$ cat config.mk
export PLATFORM = sky130hd
export DESIGN_NAME = alarm_time_keeper
export DESIGN_NICKNAME = d
export VERILOG_FILES = /design/src/rtl/alarm_time_keeper.sv
export SDC_FILE = /design/constraint.sdc
export NUM_CORES = 1
export LEC_CHECK = 0
export ABC_AREA = 1
export CAP_MARGIN = 20
export CORE_MARGIN = 2
export CORE_UTILIZATION = 45
export CTS_CLUSTER_DIAMETER = 30
export DETAILED_ROUTE_END_ITERATION = 16
export GPL_TIMING_DRIVEN = 0
export PLACE_DENSITY_LB_ADDON = 0.08
export SLEW_MARGIN = 20
export SYNTH_ARGS = -nofsm -noshare
export SYNTH_HDL_FRONTEND = slang
export SYNTH_SLANG_ARGS = --single-unit
$ cat constraint.sdc
create_clock -name clock -period 1.7 [get_ports clock]
set_input_delay 0.17 -clock clock [delete_from_list [all_inputs] [get_ports clock]]
set_output_delay 0.17 -clock clock [all_outputs]
set_load 0.01 [all_outputs]
$ cat src/rtl/alarm_time_keeper.sv
// Running time and stored alarm registers, tick prescaler, and a keypad set-mode FSM
// with a key-wait timeout. Outputs feed the alarm comparator / display mux directly.
module alarm_time_keeper #(
  parameter int TIME_W      = 4,
  parameter int MAX_TIME    = 15,
  parameter int TICK_DIV    = 8,
  parameter int KEY_TIMEOUT = 64
) (
  input  logic              clock,
  input  logic              reset,
  input  logic              key_valid,
  input  logic [TIME_W-1:0] key_value,
  input  logic              load_time,
  input  logic              load_alarm,
  input  logic              show_alarm_req,
  output logic [TIME_W-1:0] current_time,
  output logic [TIME_W-1:0] alarm_time,
  output logic              show_a,
  output logic              tick,
  output logic              set_busy
);

  localparam int PS_W = (TICK_DIV > 2) ? $clog2(TICK_DIV) : 1;
  localparam int TO_W = (KEY_TIMEOUT > 2) ? $clog2(KEY_TIMEOUT) : 1;
  localparam logic [TIME_W-1:0] MAX_T   = TIME_W'(MAX_TIME);
  localparam logic [PS_W-1:0]   PS_LAST = PS_W'(TICK_DIV - 1);
  localparam logic [TO_W-1:0]   TO_LAST = TO_W'(KEY_TIMEOUT - 1);

  typedef enum logic [1:0] {
    RUN       = 2'd0,
    SET_TIME  = 2'd1,
    SET_ALARM = 2'd2
  } state_t;

  state_t            r_state;
  state_t            w_state_next;
  logic [PS_W-1:0]   r_ps;
  logic [TO_W-1:0]   r_to;
  logic [TIME_W-1:0] r_time;
  logic [TIME_W-1:0] r_alarm;
  logic              r_show_a;
  logic              r_tick;
  logic              r_set_busy;

  logic              w_key_ok;
  logic              w_timeout;
  logic              w_ps_run;
  logic              w_wrap;
  logic              w_time_load;
  logic              w_alarm_load;
  logic [TIME_W-1:0] w_time_inc;

  // Out-of-range keys are treated as if no key was pressed.
  assign w_key_ok     = key_valid && (key_value <= MAX_T);
  assign w_timeout    = (r_to == TO_LAST);
  assign w_ps_run     = (r_state != SET_TIME);
  assign w_wrap       = w_ps_run && (r_ps == PS_LAST);
  assign w_time_load  = (r_state == SET_TIME) && w_key_ok;
  assign w_alarm_load = (r_state == SET_ALARM) && w_key_ok;
  assign w_time_inc   = (r_time == MAX_T) ? '0 : r_time + 1'b1;

  always_comb begin
    w_state_next = r_state;
    case (r_state)
      RUN: begin
        if (load_time)       w_state_next = SET_TIME;
        else if (load_alarm) w_state_next = SET_ALARM;
      end
      SET_TIME, SET_ALARM: begin
        if (w_key_ok || w_timeout) w_state_next = RUN;
      end
      default: w_state_next = RUN;
    endcase
  end

  always_ff @(posedge clock) begin
    if (reset) begin
      r_state    <= RUN;
      r_ps       <= '0;
      r_to       <= '0;
      r_time     <= '0;
      r_alarm    <= '0;
      r_show_a   <= 1'b0;
      r_tick     <= 1'b0;
      r_set_busy <= 1'b0;
    end else begin
      r_state <= w_state_next;

      // Held at zero in RUN so every set-state entry starts a fresh wait.
      if (r_state == RUN) r_to <= '0;
      else                r_to <= r_to + 1'b1;

      if (w_time_load)   r_ps <= '0;
      else if (w_wrap)   r_ps <= '0;
      else if (w_ps_run) r_ps <= r_ps + 1'b1;

      if (w_time_load) r_time <= key_value;
      else if (w_wrap) r_time <= w_time_inc;

      if (w_alarm_load) r_alarm <= key_value;

      r_tick     <= w_wrap && !w_time_load;
      r_show_a   <= show_alarm_req || (w_state_next == SET_ALARM);
      r_set_busy <= (w_state_next != RUN);
    end
  end

  assign current_time = r_time;
  assign alarm_time   = r_alarm;
  assign show_a       = r_show_a;
  assign tick         = r_tick;
  assign set_busy     = r_set_busy;

endmodule

Word-level counts from Yosys, hierarchy flattened
Index checks and enable logic that the tools add are counted.
- flip-flop bits (word level): 22
- latch bits: 0
- bits in writable memories: 0
- ROM bits: 0
- bits of input ports: 10
- output and inout bits: 11
- memories kept: 0
- add/sub/neg operators: 3
- multipliers: 0
- div/mod/pow operators: 0
- $lt $le $gt $ge: 1
- equal/unequal tests: 7
- shifts and indexed selects: 0
- muxes and demuxes: 7
- bitwise logic cells: 0
- reduce and logical (&&, ||, !) cells: 14
- operators by type and width (operator ; count):
    2-to-1 mux 4 bit ; 3
    adder 6 x 1 -> 6 bit, second input constant ; 1
    equality test 6 bit, second input constant ; 1
    2-to-1 mux 2 bit ; 3
    logical AND 1 bit ; 5
    adder 4 x 1 -> 4 bit, second input constant ; 1
    equality test 2 bit, second input constant ; 2
    equality test 4 bit, second input constant ; 1
    <= comparator 4 bit, second input constant ; 1
    one-hot mux 2 bit (2 select lines) ; 1
    nonzero test 2 bit ; 2
    OR reduction 2 bit ; 2
    adder 3 x 1 -> 3 bit, second input constant ; 1
    equality test 3 bit, second input constant ; 1
    OR reduction 3 bit ; 1
    equality test 2 x 1 -> 1 bit, second input constant ; 1
    logical NOT 2 bit ; 1
    logical OR 1 bit ; 2
    inequality test 2 x 1 -> 1 bit, second input constant ; 1
    logical NOT 1 bit ; 1

Depth between registers and ports, before layout
Gate-level depths: netlist of run 1.
- depth in word-level cells: 7
- depth in mapped cells: 9
- mapped depth without buffers: 9

Worst setup path before layout of run 1
No wires, ideal clock.
- path kind: flip-flop to flip-flop
- start point: register r_state[1]
- end point: register r_time[0], in the netlist current_time[0]
- setup time: 0.114 ns
- arrival time: 1.152 ns
- data required time: 1.586 ns
- setup slack: 0.434 ns
- stages on the path, launching flop included: 10
- cells stage by stage: dfxtp_1 > inv_1 > ha_1 > buf_6 > inv_2 > nand2_4 > nand2_4 > o21ai_1 > a21oi_1 > nor2_1
- cells in the longest elaborated chain, start to end: 3
- elaborated cells between the ends (all ways): 6
- those cells by class: eq/ne: 2; mux: 1; reduce/logical: 3
- ends and longest elaborated chain (item ; line ; RTL):
    from (decl) ; 35 ; state_t r_state;
    from (signal assigned) ; 87 ; r_state <= w_state_next;
    equality test 2 x 1 -> 1 bit or inequality test 2 x 1 -> 1 bit (tied branches) ; 58, 56 ;
    logical AND 1 bit (on tied branches) ; 58, 57 ;
    2-to-1 mux 4 bit or nonzero test 2 bit (tied branches) ; n/a ;
    to (signal assigned) ; 97 ; if (w_time_load) r_time <= key_value;
    to (signal assigned) ; 98 ; else if (w_wrap) r_time <= w_time_inc;
    to (decl) ; 39 ; logic [TIME_W-1:0] r_time;
Parallel ways exist; a longest one is shown, timed or not.
A chain may end at the register's enable or synchronous reset.

Worst setup path after layout of run 1
- start point: register r_time[2], in the netlist current_time[2]
- end point: output port current_time[2]
- RTL lines (item ; line ; RTL):
    to (decl) ; 16 ; output logic [TIME_W-1:0] current_time,
No word-level cell between the ends.

==> qor.json, run 1 <==
{
  "period_share": {"value": 86.7, "unit": "%"},
  "postSynthCellCount": {"value": 131},
  "floorplan.die.width": {"value": 52.2, "unit": "um"},
  "worst_path_max_delay_cell": {"value": "sky130_fd_sc_hd__clkdlybuf4s50_1"},
  "peakVddDrop": {"value": 0.000453, "unit": "V"},
  "largest_net_degree_at_the_start_of_global_routing": {"value": 13},
  "global_router_s_overall_resource_usage": {"value": 15.3, "unit": "%"},
  "cts_setup_buffers": {"value": 0},
  "yosys_most_used_dff": {"value": "sky130_fd_sc_hd__dfxtp_1"},
  "worst_path_largest_cell_delay": {"value": 570, "unit": "ps"},
  "row_count": {"value": 17},
  "post_cts_resized": {"value": 0},
  "grt_antenna_before_repair": {"value": 0},
  "die_h": {"value": 52.2, "unit": "um"},
  "netlist_area": {"value": 1050, "unit": "um^2"},
  "maxCapViolations": {"value": 0},
  "clock_tree.buffer_depth": {"value": 2},
  "htree_depth": {"value": 1},
  "detailed_place_hpwl": {"value": 1510, "unit": "um"},
  "antenna_cells_inserted": {"value": 0},
  "synth.distinct_cells": {"value": 22},
  "synth_warnings": {"value": 0},
  "hold_viol": {"value": 0},
  "antenna_left": {"value": 0},
  "netlist.area_leader.share": {"value": 42.1, "unit": "%"},
  "worst-slew-pin-transition": {"value": 285, "unit": "ps"},
  "count_of_state_elements_after_synthesis": {"value": 22},
  "synth_enable_flop_cells": {"value": 0},
  "clock_input_transition_at_the_sequential_cells_of_the_worst_setup_and_hold_paths": {"value": 120, "unit": "ps"},
  "async_flop_share": {"value": 0, "unit": "%"},
  "drc": {"value": 0},
  "number_of_top_level_pins": {"value": 21},
  "worst-setup-path-type": {"value": "reg -> out"},
  "syn2layout_area_growth": {"value": 25.9, "unit": "%"},
  "cp-end-kind": {"value": "output port"},
  "seq_area_frac_synth": {"value": 42.1, "unit": "%"},
  "power.total": {"value": 1.02, "unit": "mW"},
  "critical-path-top-delay-family": {"value": "buffers and inverters"},
  "netlist_top_cells_area": {"value": "sky130_fd_sc_hd__dfxtp_1, sky130_fd_sc_hd__ha_1, sky130_fd_sc_hd__nor2_1"},
  "grt_setup_unrepaired": {"value": "no"},
  "finClkSkew": {"value": 9.15, "unit": "ps"},
  "critical_path_buf_inv_count": {"value": 1},
  "initial_utilization": {"value": 47.3, "unit": "%"},
  "routabilityCongestion": {"value": 0.784},
  "final_period_minus_worst_setup_slack": {"value": 1470, "unit": "ps"},
  "cellLeakagePower": {"value": 0.573, "unit": "nW"},
  "critical_path.cell_chain": {"value": "clkdlybuf4s50_1"},
  "outcome": {"value": "finished clean"},
  "total_via_count_in_the_routed_design": {"value": 874},
  "die-area": {"value": 2730, "unit": "um^2"},
  "placeableCoreArea": {"value": 2210, "unit": "um^2"},
  "numClockSinks": {"value": 22},
  "vias_per_cell": {"value": 4.78},
  "fraction_of_final_layout_cells_sized_beyond_drive_strength_1": {"value": 10.3, "unit": "%"},
  "worst_hold_slack": {"value": 398, "unit": "ps"},
  "cts_inserted_buffers": {"value": 3},
  "wire_length_of_the_first_global_routing_pass": {"value": 3050, "unit": "um"},
  "ctsHoldBuffers": {"value": 0},
  "synth.cells.most_frequent": {"value": "sky130_fd_sc_hd__dfxtp_1, sky130_fd_sc_hd__nor2_1, sky130_fd_sc_hd__nand2_1, sky130_fd_sc_hd__inv_1, sky130_fd_sc_hd__nand3_1"},
  "clock.fmax": {"value": 0.678, "unit": "GHz"},
  "syn_nets": {"value": 149},
  "postSynthAreaPerCell": {"value": 7.99, "unit": "um^2"},
  "first_iter_violations": {"value": 8},
  "route.detailed.wl_per_inst": {"value": 10.4, "unit": "um"},
  "via_count_of_the_first_global_routing_pass": {"value": 778},
  "hold_class": {"value": "in -> reg"},
  "clock_latency": {"value": 310, "unit": "ps"},
  "critical_path_maximum_fanout": {"value": 5},
  "count_of_final_setup_violators": {"value": 0},
  "drt_wl_total": {"value": 1900, "unit": "um"},
  "final_nets": {"value": 174},
  "firstDrtPassIters": {"value": 4},
  "grt.overflow.total": {"value": 0},
  "buffer_ports.inserted": {"value": 20},
  "cp.arrival": {"value": 1300, "unit": "ps"},
  "critPathRequiredTime": {"value": 1530, "unit": "ps"},
  "setup.worst_path.start_class": {"value": "register"},
  "slew-limit-headroom": {"value": 80.9, "unit": "%"},
  "drv_slew": {"value": 0},
  "yosys.area.top_type": {"value": "sky130_fd_sc_hd__dfxtp_1"},
  "timing.setup.tns": {"value": 0, "unit": "ps"},
  "pwr_density_cell": {"value": 773, "unit": "nW/um^2"},
  "clock_root_buffer": {"value": "sky130_fd_sc_hd__clkbuf_4"},
  "clock_tree_from_tritoncts": {"value": "done"}
}
[per-stage QoR]
stage               instances  instance area [um^2]  setup slack [ps]  util, %
global route              183                  1320               171     59.6
finish                    183                  1320               226     59.6
global placement          179                  1280               315     58.0
floorplan                 131                  1050               434        -
detailed placement        179                  1280               300     58.0
CTS                       183                  1320               205     59.6
[cells by family (layout without fill, tap and decap cells)]
family | count (synthesis) | after routing | share of synthesized area (%)
xor+xnor | 5 | 5 | 4.18
buf+inv | 19 | 43 | 7.53
flops | 22 | 22 | 42.1
simple gates | 57 | 57 | 25.9
compound gates | 20 | 20 | 10.8
fa+ha+maj | 8 | 8 | 9.56
[cells in the final DEF (no fill, tap or decap)]
cell type and instances:
sky130_fd_sc_hd__a21oi_1 7, sky130_fd_sc_hd__a31oi_1 1, sky130_fd_sc_hd__buf_6 1, sky130_fd_sc_hd__clkbuf_4 3
sky130_fd_sc_hd__clkbuf_8 1, sky130_fd_sc_hd__clkdlybuf4s50_1 20, sky130_fd_sc_hd__clkinv_1 1, sky130_fd_sc_hd__dfxtp_1 22
sky130_fd_sc_hd__ha_1 8, sky130_fd_sc_hd__inv_1 15, sky130_fd_sc_hd__inv_2 2, sky130_fd_sc_hd__nand2_1 16
sky130_fd_sc_hd__nand2_2 3, sky130_fd_sc_hd__nand2_4 3, sky130_fd_sc_hd__nand3_1 11, sky130_fd_sc_hd__nand3_2 1
sky130_fd_sc_hd__nor2_1 22, sky130_fd_sc_hd__nor2_4 1, sky130_fd_sc_hd__o211ai_1 2, sky130_fd_sc_hd__o21a_1 1
sky130_fd_sc_hd__o21ai_0 6, sky130_fd_sc_hd__o21ai_1 2, sky130_fd_sc_hd__o21ai_2 1, sky130_fd_sc_hd__xnor2_1 3
sky130_fd_sc_hd__xor2_1 2
[cell type report]
class                      count  area (um^2)
multi-input combinational     90          528
inverter                      18         67.6
buffer                         1         11.3
tap                           28         35.0
fill                         213          893
clock buffer                   4         36.3
timing repair buffer          20          200
sequential                    22          440
[power by group]
| part | leakage, nW | switching (mW) | internal (mW) | total [mW] |
|---|---|---|---|---|
| Combinational | 0.373 | 0.0869 | 0.0839 | 0.171 |
| Clock | 0.0210 | 0.155 | 0.131 | 0.286 |
| Sequential | 0.179 | 0.0185 | 0.544 | 0.563 |
[path summary, 6_finish.rpt]
path | start | end | slack (ps) | depth (start not counted)
worst max-delay path | current_time[2] | current_time[2] | 230 | 1
worst min register to register | r_to[0] | r_to[0] | 460 | 1
worst min-delay path | show_alarm_req | show_a | 400 | 3
worst max register to register | r_state[1] | current_time[0] | 290 | 9
[metal layers]
layer	part of all wire (%)	track usage (%)	vias up
li1	-	-	470
met4	1.9	8.97	0
met5	0	0	-
met3	4.0	2.86	4
met2	47	26.4	13
met1	47	17.5	387
[registers in the layout (all words and copies together) (netlist names)]
| signal | cells |
|---|---|
| r_to | 6 |
| alarm_time | 4 |
| current_time | 4 |
| r_ps | 3 |
| r_state | 2 |
| set_busy | 1 |
| show_a | 1 |
| tick | 1 |
Power figures use the tool's default switching activity.
==> run 2, diff against run 1 <==
--- a/config.mk
+++ b/config.mk
@@ -7,13 +7,13 @@
 export LEC_CHECK = 0
 export ABC_AREA = 1
 export CAP_MARGIN = 20
-export CORE_MARGIN = 2
+export CORE_MARGIN = 3
 export CORE_UTILIZATION = 45
 export CTS_CLUSTER_DIAMETER = 30
 export DETAILED_ROUTE_END_ITERATION = 16
+export DONT_BUFFER_PORTS = 1
 export GPL_TIMING_DRIVEN = 0
 export PLACE_DENSITY_LB_ADDON = 0.08
-export SLEW_MARGIN = 20
 export SYNTH_ARGS = -nofsm -noshare
 export SYNTH_HDL_FRONTEND = slang
 export SYNTH_SLANG_ARGS = --single-unit
==> run 2 against run 1 <==
Non-clock buffer count down 18. Clock power down 21%. First-iteration DRC count up 38%. Sequential share of layout area up 5.8 points. Clock-buffer cell count down 1.
==> qor.json, run 2 (same netlist as run 1, synthesis figures left out) <==
{
  "rrSetupSlack": {"value": 250, "unit": "ps"},
  "floorplan.die.width": {"value": 54.2, "unit": "um"},
  "clock.fmax": {"value": 0.689, "unit": "GHz"},
  "timing.setup.tns": {"value": 0, "unit": "ps"},
  "fraction_of_final_layout_cells_sized_beyond_drive_strength_1": {"value": 11.0, "unit": "%"},
  "critPathRequiredTime": {"value": 1900, "unit": "ps"},
  "count_of_final_setup_violators": {"value": 0},
  "hold_class": {"value": "in -> reg"},
  "pwr_density_cell": {"value": 817, "unit": "nW/um^2"},
  "route.detailed.wl_per_inst": {"value": 11.3, "unit": "um"},
  "timing.rr.start": {"value": "r_state[1]"},
  "worst-slew-pin-transition": {"value": 252, "unit": "ps"},
  "worst-setup-path-type": {"value": "reg -> reg"},
  "initial_utilization": {"value": 50.3, "unit": "%"},
  "final_critical_path_setup_slack": {"value": 250, "unit": "ps"},
  "global_router_s_overall_resource_usage": {"value": 14.6, "unit": "%"},
  "drv_slew": {"value": 0},
  "wire_length_of_the_first_global_routing_pass": {"value": 3080, "unit": "um"},
  "clock_latency": {"value": 300, "unit": "ps"},
  "drt_wl_total": {"value": 1840, "unit": "um"},
  "final_nets": {"value": 156},
  "number_of_top_level_pins": {"value": 21},
  "reg2reg_to": {"value": "current_time[0]"},
  "row_count": {"value": 16},
  "detailed_place_hpwl": {"value": 1440, "unit": "um"},
  "grt_setup_unrepaired": {"value": "no"},
  "drc": {"value": 0},
  "post_cts_resized": {"value": 0},
  "maxCapViolations": {"value": 0},
  "grt.overflow.total": {"value": 0},
  "firstDrtPassIters": {"value": 4},
  "die_h": {"value": 54.2, "unit": "um"},
  "cp-end-kind": {"value": "register"},
  "placeableCoreArea": {"value": 2080, "unit": "um^2"},
  "first_iter_violations": {"value": 11},
  "setup.worst_path.start_class": {"value": "register"},
  "critical_path_maximum_fanout": {"value": 8},
  "largest_register_ffs": {"value": 6},
  "min_delay_worst_endpoint": {"value": "r_to[2]"},
  "largest_net_degree_at_the_start_of_global_routing": {"value": 12},
  "outcome": {"value": "finished clean"},
  "clock_input_transition_at_the_sequential_cells_of_the_worst_setup_and_hold_paths": {"value": 110, "unit": "ps"},
  "slew-limit-headroom": {"value": 83.1, "unit": "%"},
  "cellLeakagePower": {"value": 0.501, "unit": "nW"},
  "cp.arrival": {"value": 1650, "unit": "ps"},
  "clock_root_buffer": {"value": "sky130_fd_sc_hd__clkbuf_4"},
  "vias_per_cell": {"value": 4.98},
  "clock_tree.buffer_depth": {"value": 2},
  "total_via_count_in_the_routed_design": {"value": 811},
  "peakVddDrop": {"value": 0.000400, "unit": "V"},
  "final_period_minus_worst_setup_slack": {"value": 1450, "unit": "ps"},
  "grt_antenna_before_repair": {"value": 0},
  "antenna_cells_inserted": {"value": 0},
  "clock_tree_from_tritoncts": {"value": "done"},
  "regMostFlops": {"value": "r_to"},
  "worst_setup_slack_before_clock_tree_synthesis": {"value": 298, "unit": "ps"},
  "worst-r2r-cell-count": {"value": 9},
  "routabilityCongestion": {"value": 0.758},
  "via_count_of_the_first_global_routing_pass": {"value": 791},
  "syn2layout_area_growth": {"value": 7.29, "unit": "%"},
  "final_cell_mix": {"value": "sky130_fd_sc_hd__nor2_1, sky130_fd_sc_hd__dfxtp_1, sky130_fd_sc_hd__nand2_1"},
  "hold_depth": {"value": 3},
  "die-area": {"value": 2940, "unit": "um^2"},
  "finClkSkew": {"value": 5.71, "unit": "ps"},
  "period_share": {"value": 85.3, "unit": "%"},
  "hold_viol": {"value": 0},
  "cts_inserted_buffers": {"value": 3},
  "htree_depth": {"value": 1},
  "timing.hold.worst.start": {"value": "reset"},
  "buffer_ports.inserted": {"value": 0},
  "numClockSinks": {"value": 22},
  "antenna_left": {"value": 0}
}
run 2: changes by cell type in the layout (fill, tap and decap cells not counted), sizes merged:
cell           before  now
clkdlybuf4s50      20    0
dlygate4sd3         0    2
clkbuf              4    3
run 2: worst max-delay path by stage:
stage,startpoint,endpoint,slack (ps),cells past startpoint
global placement,r_state[1],current_time[0],320,9
detailed placement,r_state[1],current_time[0],300,9
global route,r_state[1],current_time[0],150,9
CTS,r_state[1],current_time[0],270,9
floorplan,r_state[1],current_time[0],430,9
finish,r_state[1],current_time[0],250,9
run 2: report_power, final:
part / total [mW] / internal, mW / switching [mW]
registers: 0.570 / 0.544 / 0.0255
logic: 0.121 / 0.0504 / 0.0710
clock network: 0.226 / 0.0825 / 0.144
total: 0.917 / 0.677 / 0.240
run 2: layout make-up:
| class | count | area (um^2) |
|---|---|---|
| fill | 211 | 958 |
| inverter | 18 | 67.6 |
| clock buffer | 3 | 22.5 |
| buffer | 1 | 11.3 |
| timing repair buffer | 2 | 20.0 |
| tap | 27 | 33.8 |
| sequential | 22 | 440 |
| multi-input combinational | 90 | 528 |
run 2: stage by stage:
| stage | instances | power, mW | utilization [%] | instance area, um^2 | hold slack [ps] |
|---|---|---|---|---|---|
| final | 163 | 0.917 | 54.0 | 1120 | 35.6 |
| after global routing | 163 | 0.972 | 54.0 | 1120 | 27.7 |
| after CTS | 163 | 0.933 | 54.0 | 1120 | 22.6 |
| after detailed placement | 158 | 0.701 | 51.9 | 1080 | 244 |
| after global placement | 158 | 0.694 | 51.9 | 1080 | 243 |
| after floorplan | 131 | 0.676 | - | 1050 | 239 |
run 2: repair_timing:
action                                 in CTS  in global routing
setup buffers                               0                  0
endpoints found under the hold margin       5                  0
hold buffers                                2                  0
run 2: critical path: stages, from the launching register on:
cell,delay [ps]
sky130_fd_sc_hd__dfxtp_1,420
sky130_fd_sc_hd__inv_1,80
sky130_fd_sc_hd__ha_1,190
sky130_fd_sc_hd__buf_6,140
sky130_fd_sc_hd__inv_2,90
sky130_fd_sc_hd__nand2_4,70
sky130_fd_sc_hd__nand2_4,80
sky130_fd_sc_hd__o21ai_1,60
sky130_fd_sc_hd__a21oi_1,140
sky130_fd_sc_hd__nor2_1,60
run 2: layer usage:
layer | global-route usage [%] | part of all wire (%)
met5 | 0 | 0
met4 | 6.22 | 0.49
met3 | 2.45 | 5.7
met2 | 25.3 | 47
met1 | 17.5 | 47
